`src/rtl/shift_register_ctrl_pkg.sv`:
```
// -----------------------------------------------------------------------------
// shift_register_ctrl_pkg
//   Shared definitions for the shift-register command sequencer:
//     - state_t          : FSM state encoding (IDLE, LOAD, SHIFT, CAPT, RESP)
//     - len_width()      : width of the shift-count field, $clog2(BW_DATA+1)
//     - TIMEOUT_CYC_DEFAULT : default SHIFT stall limit (timeout build only)
// -----------------------------------------------------------------------------
package shift_register_ctrl_pkg;

    typedef enum logic [2:0] {
        ST_IDLE  = 3'd0,
        ST_LOAD  = 3'd1,
        ST_SHIFT = 3'd2,
        ST_CAPT  = 3'd3,
        ST_RESP  = 3'd4
    } state_t;

    localparam int unsigned TIMEOUT_CYC_DEFAULT = 16;

    // A count field must be able to represent 0..bw inclusive.
    function automatic int unsigned len_width(input int unsigned bw);
        return $clog2(bw + 1);
    endfunction

endpackage

```
`src/rtl/shift_register_ctrl_stall_cnt.sv`:
```
// -----------------------------------------------------------------------------
// sr_stall_cnt
//   Counts consecutive stalled SHIFT cycles for the sequencer timeout.
//   Only instantiated when SR_CTRL_TIMEOUT_EN is defined.
//
//   Ports:
//     clk   in   clock
//     rst   in   synchronous active-high reset
//     clear in   restart the count (bit accepted or not in SHIFT)
//     inc   in   one more stalled cycle
//     count out  stalled cycles seen so far
//     term  out  high during the LIMIT-th consecutive stalled cycle
// -----------------------------------------------------------------------------
module sr_stall_cnt #(
    parameter  int unsigned LIMIT = 16,
    localparam int unsigned SW    = $clog2(LIMIT + 1)
) (
    input  logic          clk,
    input  logic          rst,
    input  logic          clear,
    input  logic          inc,
    output logic [SW-1:0] count,
    output logic          term
);

    // term is combinational so the FSM leaves SHIFT on the edge that ends
    // the LIMIT-th stalled cycle; the value LIMIT itself is never stored.
    assign term = inc && (count == SW'(LIMIT - 1));

    always_ff @(posedge clk) begin
        if (rst || clear) begin
            count <= '0;
        end else if (inc) begin
            count <= term ? '0 : count + SW'(1);
        end
    end

endmodule

```
`src/rtl/shift_register_ctrl.sv`:
```
// -----------------------------------------------------------------------------
// shift_register_ctrl
//   Command-driven sequencer for a parallel-load / serial-shift register.
//   Accepts {word, shift count} on a valid/ready command port, loads the word
//   into the register, gates exactly N shift cycles fed from a valid/ready
//   serial bit stream, captures the register and returns it on a valid/ready
//   result port.
//
//   Build option: define SR_CTRL_TIMEOUT_EN to abandon SHIFT after TIMEOUT_CYC
//   consecutive cycles without a serial bit; the result is then flagged with
//   o_res_err. Without it, SHIFT waits forever and o_res_err stays 0.
//
//   Ports:
//     i_clk, i_rst                 clock, synchronous active-high reset
//     i_cmd_valid/o_cmd_ready      command handshake (ready only in IDLE)
//     i_cmd_data, i_cmd_len        word to load, shift count (clamped)
//     i_sin_valid/o_sin_ready      serial bit handshake (ready only in SHIFT)
//     i_sin_bit                    serial bit
//     o_sr_load, o_sr_en           shift register parallel load / shift enable
//     o_sr_d, o_sr_s               shift register parallel data / serial in
//     i_sr_q                       shift register contents
//     o_res_valid/i_res_ready      result handshake
//     o_res_data, o_res_err        captured word, timeout flag
// -----------------------------------------------------------------------------
module shift_register_ctrl
    import shift_register_ctrl_pkg::*;
#(
    parameter  int unsigned BW_DATA     = 8,
    parameter  int unsigned TIMEOUT_CYC = TIMEOUT_CYC_DEFAULT,
    localparam int unsigned CW          = len_width(BW_DATA)
) (
    input  logic               i_clk,
    input  logic               i_rst,
    input  logic               i_cmd_valid,
    output logic               o_cmd_ready,
    input  logic [BW_DATA-1:0] i_cmd_data,
    input  logic [CW-1:0]      i_cmd_len,
    input  logic               i_sin_valid,
    output logic               o_sin_ready,
    input  logic               i_sin_bit,
    output logic               o_sr_load,
    output logic               o_sr_en,
    output logic [BW_DATA-1:0] o_sr_d,
    output logic               o_sr_s,
    input  logic [BW_DATA-1:0] i_sr_q,
    output logic               o_res_valid,
    input  logic               i_res_ready,
    output logic [BW_DATA-1:0] o_res_data,
    output logic               o_res_err
);

    state_t             state;
    state_t             state_next;

    logic [CW-1:0]      count;
    logic [CW-1:0]      len_clamped;
    logic [BW_DATA-1:0] data;
    logic [BW_DATA-1:0] res_data;
    logic               res_err;

    logic               cmd_fire;
    logic               sin_fire;
    logic               last_bit;
    logic               stall_term;

    assign cmd_fire = (state == ST_IDLE)  && i_cmd_valid;
    assign sin_fire = (state == ST_SHIFT) && i_sin_valid;
    // count is never 0 in SHIFT, so reaching 1 on an accept means done.
    assign last_bit = sin_fire && (count == CW'(1));

    assign len_clamped = (i_cmd_len > CW'(BW_DATA)) ? CW'(BW_DATA) : i_cmd_len;

    // -------------------------------------------------------------------------
    // Stall timeout
    // -------------------------------------------------------------------------
`ifdef SR_CTRL_TIMEOUT_EN
    localparam int unsigned SW = $clog2(TIMEOUT_CYC + 1);

    logic          stall_clear;
    logic          stall_inc;
    logic [SW-1:0] stall_count_unused;

    assign stall_inc   = (state == ST_SHIFT) && !i_sin_valid;
    assign stall_clear = !stall_inc;

    sr_stall_cnt #(
        .LIMIT (TIMEOUT_CYC)
    ) u_stall_cnt (
        .clk   (i_clk),
        .rst   (i_rst),
        .clear (stall_clear),
        .inc   (stall_inc),
        .count (stall_count_unused),
        .term  (stall_term)
    );
`else
    logic [31:0] timeout_cyc_unused;

    assign timeout_cyc_unused = TIMEOUT_CYC;
    assign stall_term         = 1'b0;
`endif

    // -------------------------------------------------------------------------
    // FSM: state register
    // -------------------------------------------------------------------------
    always_ff @(posedge i_clk) begin
        if (i_rst) begin
            state <= ST_IDLE;
        end else begin
            state <= state_next;
        end
    end

    // -------------------------------------------------------------------------
    // FSM: next state
    // -------------------------------------------------------------------------
    always_comb begin
        state_next = state;
        unique case (state)
            ST_IDLE:  if (i_cmd_valid) state_next = ST_LOAD;
            ST_LOAD:  state_next = (count != '0) ? ST_SHIFT : ST_CAPT;
            ST_SHIFT: if (last_bit || stall_term) state_next = ST_CAPT;
            ST_CAPT:  state_next = ST_RESP;
            ST_RESP:  if (i_res_ready) state_next = ST_IDLE;
            default:  state_next = ST_IDLE;
        endcase
    end

    // -------------------------------------------------------------------------
    // FSM: outputs
    // -------------------------------------------------------------------------
    always_comb begin
        o_cmd_ready = 1'b0;
        o_sin_ready = 1'b0;
        o_sr_load   = 1'b0;
        o_sr_en     = 1'b0;
        o_sr_s      = 1'b0;
        o_res_valid = 1'b0;
        unique case (state)
            ST_IDLE:  o_cmd_ready = 1'b1;
            ST_LOAD:  o_sr_load   = 1'b1;
            ST_SHIFT: begin
                o_sin_ready = 1'b1;
                o_sr_en     = i_sin_valid;
                o_sr_s      = i_sin_bit;
            end
            ST_CAPT:  ;
            ST_RESP:  o_res_valid = 1'b1;
            default:  ;
        endcase
    end

    assign o_sr_d     = data;
    assign o_res_data = res_data;
    assign o_res_err  = res_err;

    // -------------------------------------------------------------------------
    // Command latch, shift count and result capture
    // -------------------------------------------------------------------------
    always_ff @(posedge i_clk) begin
        if (i_rst) begin
            count    <= '0;
            data     <= '0;
            res_data <= '0;
            res_err  <= 1'b0;
        end else begin
            if (cmd_fire) begin
                data    <= i_cmd_data;
                count   <= len_clamped;
                res_err <= 1'b0;
            end else if (sin_fire) begin
                count <= count - CW'(1);
            end else if (stall_term) begin
                // Remaining shifts are abandoned; the flag rides with this result.
                count   <= '0;
                res_err <= 1'b1;
            end

            // The last shift lands on the edge entering CAPT, so i_sr_q is final here.
            if (state == ST_CAPT) begin
                res_data <= i_sr_q;
            end
        end
    end

    // -------------------------------------------------------------------------
    // Structural properties
    // -------------------------------------------------------------------------
    a_load_en_excl: assert property (@(posedge i_clk) !(o_sr_load && o_sr_en));

    a_shift_count_live: assert property (@(posedge i_clk) disable iff (i_rst)
        (state == ST_SHIFT) |-> (count != '0));

    a_res_stable: assert property (@(posedge i_clk) disable iff (i_rst)
        (o_res_valid && !i_res_ready) |=>
            (o_res_valid && $stable(o_res_data) && $stable(o_res_err)));

    a_len_bounded: assert property (@(posedge i_clk) disable iff (i_rst)
        count <= CW'(BW_DATA));

endmodule

```
`config.mk`:
```
export PLATFORM = sky130hd
export DESIGN_NAME = shift_register_ctrl
export DESIGN_NICKNAME = d
export VERILOG_FILES = /design/src/rtl/shift_register_ctrl_pkg.sv /design/src/rtl/shift_register_ctrl_stall_cnt.sv /design/src/rtl/shift_register_ctrl.sv
export SDC_FILE = /design/constraint.sdc
export NUM_CORES = 1
export LEC_CHECK = 0
export CORE_ASPECT_RATIO = 1.4
export CORE_MARGIN = 5
export CORE_UTILIZATION = 40
export DETAILED_ROUTE_END_ITERATION = 12
export PLACE_DENSITY = 0.77
export SYNTH_ARGS = -nofsm -noshare
export SYNTH_HDL_FRONTEND = slang
export SYNTH_SLANG_ARGS = --single-unit
```
`constraint.sdc`:
```
create_clock -name i_clk -period 2 [get_ports i_clk]
set_input_delay 0.4 -clock i_clk [delete_from_list [all_inputs] [get_ports i_clk]]
set_output_delay 0.4 -clock i_clk [all_outputs]
set_load 0.01 [all_outputs]
```
==> reports/metrics.yaml <==
floorplan:
  core_um2: 2587
  start_util_pct: 41.05
  die_y_um: 70.98
  row_count: 22
  die_x_um: 53.56
  ioPinCount: 49
  dieArea_um2: 3801
detailed_routing:
  dr.pass1.iters: 4
  dr.first_iter.drc_count: 12
  wl_met2_mm: 1.334
  top_layer_used: "met4"
  dr_wl_met3_um: 228
  vias: 1007
  viasPerCell: 4.888
  wl_per_cell_um: 12.55
  ant_nets: 0
  met1Wirelength_um: 995
  drt_wl_total_mm: 2.586
  drt_drc_violations_left: 0
sta:
  grt_setup_unrepaired: "false"
  finClkSkew_ns: 0.002829
  finalHoldViolations: 0
  fin_crit_sh_pct: 94.18
  setup-violations-final: 0
  timing.fmax_mhz: 530.9
  tightest_slew_ns: 0.5332
  slew_violations: 0
  slew_headroom_pct: 64.35
  layout_min_cycle_time_ns: 1.884
clock_tree:
  clk_pin_slew_ns: 0.11
  clockBufferDepth: 2
  cts_htree_levels: 1
  cts-root-buf: "clkbuf_4"
  cts_tree: "built"
  cts_hold_buf: 0
  clk_latency_ns: 0.31
  cts_sinks: 23
  numCtsBuffers: 3
power_and_ir_drop:
  p_total_uw: 1840
  ir_drop_mv: 0.5587
  powerDensity_nw_per_um2: 1106
  p_leak_uw: 0.0007279
hold_path:
  hold_class: "reg2reg"
critical_path:
  critPathKind: "in2out"
  cp_max_fo: 2
  required_ns: 1.60
  cp_cell_sequence: "clkdlybuf4s50_1 > nor4bb_4 > dlygate4sd2_1"
  cp.arrival_ns: 1.48
  crit_path_end_kind: "primary output"
  crit_path_top_delay_cell: "clkdlybuf4s50_1"
  start_kind: "input pin"
  cp_slowest_stage_delay_ns: 0.47
synth:
  syn_area_um2: 1062
  synthCells: 118
  seq_area_frac_synth_pct: 43.35
  synth_fp_nets: 147
  synth_warnings: 0
  synth.avg_cell_area_um2: 9.002
  synth.distinct_cells: 32
  ys_ff_latch: 23
run:
  maxCapViolCount: 0
cells_and_area:
  final_core_util_pct: 64.27
  final_cell_mix: "clkdlybuf4s50_1, dfxtp_1, nand2_1"
  layout.nets: 200
  fill_cells: 250
  instances_no_fill: 206
  synthToLayoutAreaGrowth_pct: 56.54
  final_common_cell: "clkdlybuf4s50_1"
  diodes: 0
  drive_gt1_share_pct: 14.12
place:
  post-place-cells: 200
  dp_hpwl_mm: 2.082
  gp_congestion: 0.7230
  io_buffers: 47
global_routing:
  grt_max_degree: 13
  antenna_found_initial: 0
  grt_pass1_wl_mm: 4.374
  grt_overflow: 0
  grt_pass1_vias: 1046
  grt.total_usage_pct: 15.15
run_status:
  status: "complete, no violations"
-- repair_timing --
item	4_1_cts	5_1_grt
resized for setup	8	7
buffers inserted	2	0
pin swaps	1	0
endpoints found under the setup margin	5	4
-- routing by layer --
metal  vias to the layer above  global-route usage, %
li1                        507                      -
met1                       454                  16.88
met2                        43                  26.06
met3                         3                  4.421
met4                         0                  5.966
met5                         -                      0
-- Yosys cell counts --
master	count	area share, %
conb_1	1	0.35
nand3b_1	2	1.4
a222oi_1	1	0.94
clkbuf_1	2	0.71
nor4_1	1	0.59
and3_1	1	0.59
a21oi_2	1	0.82
nor4b_2	1	1.4
nor4_2	1	1.2
buf_6	2	2.1
nand3_1	1	0.47
nor3b_1	3	2.1
mux2i_1	8	7.5
buf_2	5	2.4
a221oi_1	2	1.6
nor2_8	1	1.9
nor2_1	12	4.2
a211oi_1	1	0.71
o31a_1	1	0.82
a31oi_1	1	0.59
dfxtp_1	23	43
nor4bb_1	1	0.94
or4b_4	1	1.3
nand2b_1	2	1.2
and2_1	1	0.59
xnor2_1	1	0.82
ha_1	3	3.5
nand2_1	17	6.0
inv_1	3	1.1
a21oi_1	11	5.2
nor3_1	6	2.8
buf_4	1	0.71
-- final timing paths --
check	slack, ns	to	start	cells past startpoint
setup / recovery	0.12	o_sr_en	i_sin_valid	3
hold / removal	0.46	o_sr_d[6]	o_sr_d[6]	2
setup reg to reg	0.46	count[2]	state[1]	5
hold reg to reg	0.46	o_sr_d[6]	o_sr_d[6]	2
-- layout make-up --
| class | instances | area [um2] | share of cell area, % |
|---|---|---|---|
| repair buffers | 58 | 556.8 | 33.48 |
| flip-flops and latches | 23 | 469.2 | 28.22 |
| multi-input cells | 82 | 554.3 | 33.33 |
| well taps | 36 | 45.04 | 2.709 |
| clock buffers | 4 | 26.28 | 1.580 |
| inverters | 3 | 11.26 | 0.6772 |
-- where the power goes --
group          total, uW  internal (uW)  switching [uW]
sequential           682            571             111
clock                208           77.9             130
combinational        949            531             419
total               1840           1180             660
-- critical path: cells and delay by family --
| kind | cells | cell delay (ns) |
|---|---|---|
| buffers and inverters | 2 | 0.77 |
| and+or+nand+nor | 1 | 0.31 |
-- per-stage QoR --
stage | cell area [um2] | hold WS [ns] | TNS, ns | setup WS [ns]
after CTS | 1637 | 0.4658 | -0.04502 | -0.02819
after global placement | 1583 | 0.4422 | -0.3034 | -0.3034
final | 1663 | 0.4614 | 0 | 0.1165
after global routing | 1663 | 0.4866 | 0 | 0.04200
after detailed placement | 1583 | 0.4492 | -0.3223 | -0.3041
after floorplan | 1062 | 0.4710 | 0 | 0.4526
-- state kept, by name (all words and copies together), names as in the netlist --
| register | cells |
|---|---|
| count | 4 |
| o_res_data | 8 |
| o_sr_d | 8 |
| state | 3 |
-- logic make-up (layout without fill, tap and decap cells) --
group	Yosys count	count (layout)	synth area share, %
other	1	1	0.3530
adders and majority gates	3	3	3.534
muxes	8	8	7.539
DFF	23	23	43.34
and+or+nand+nor	51	51	26.74
buffers and inverters	13	65	6.949
AOI/OAI and AO/OA	18	18	10.72
xor gates and xnor gates	1	1	0.8247
Power figures use the tool's default switching activity.
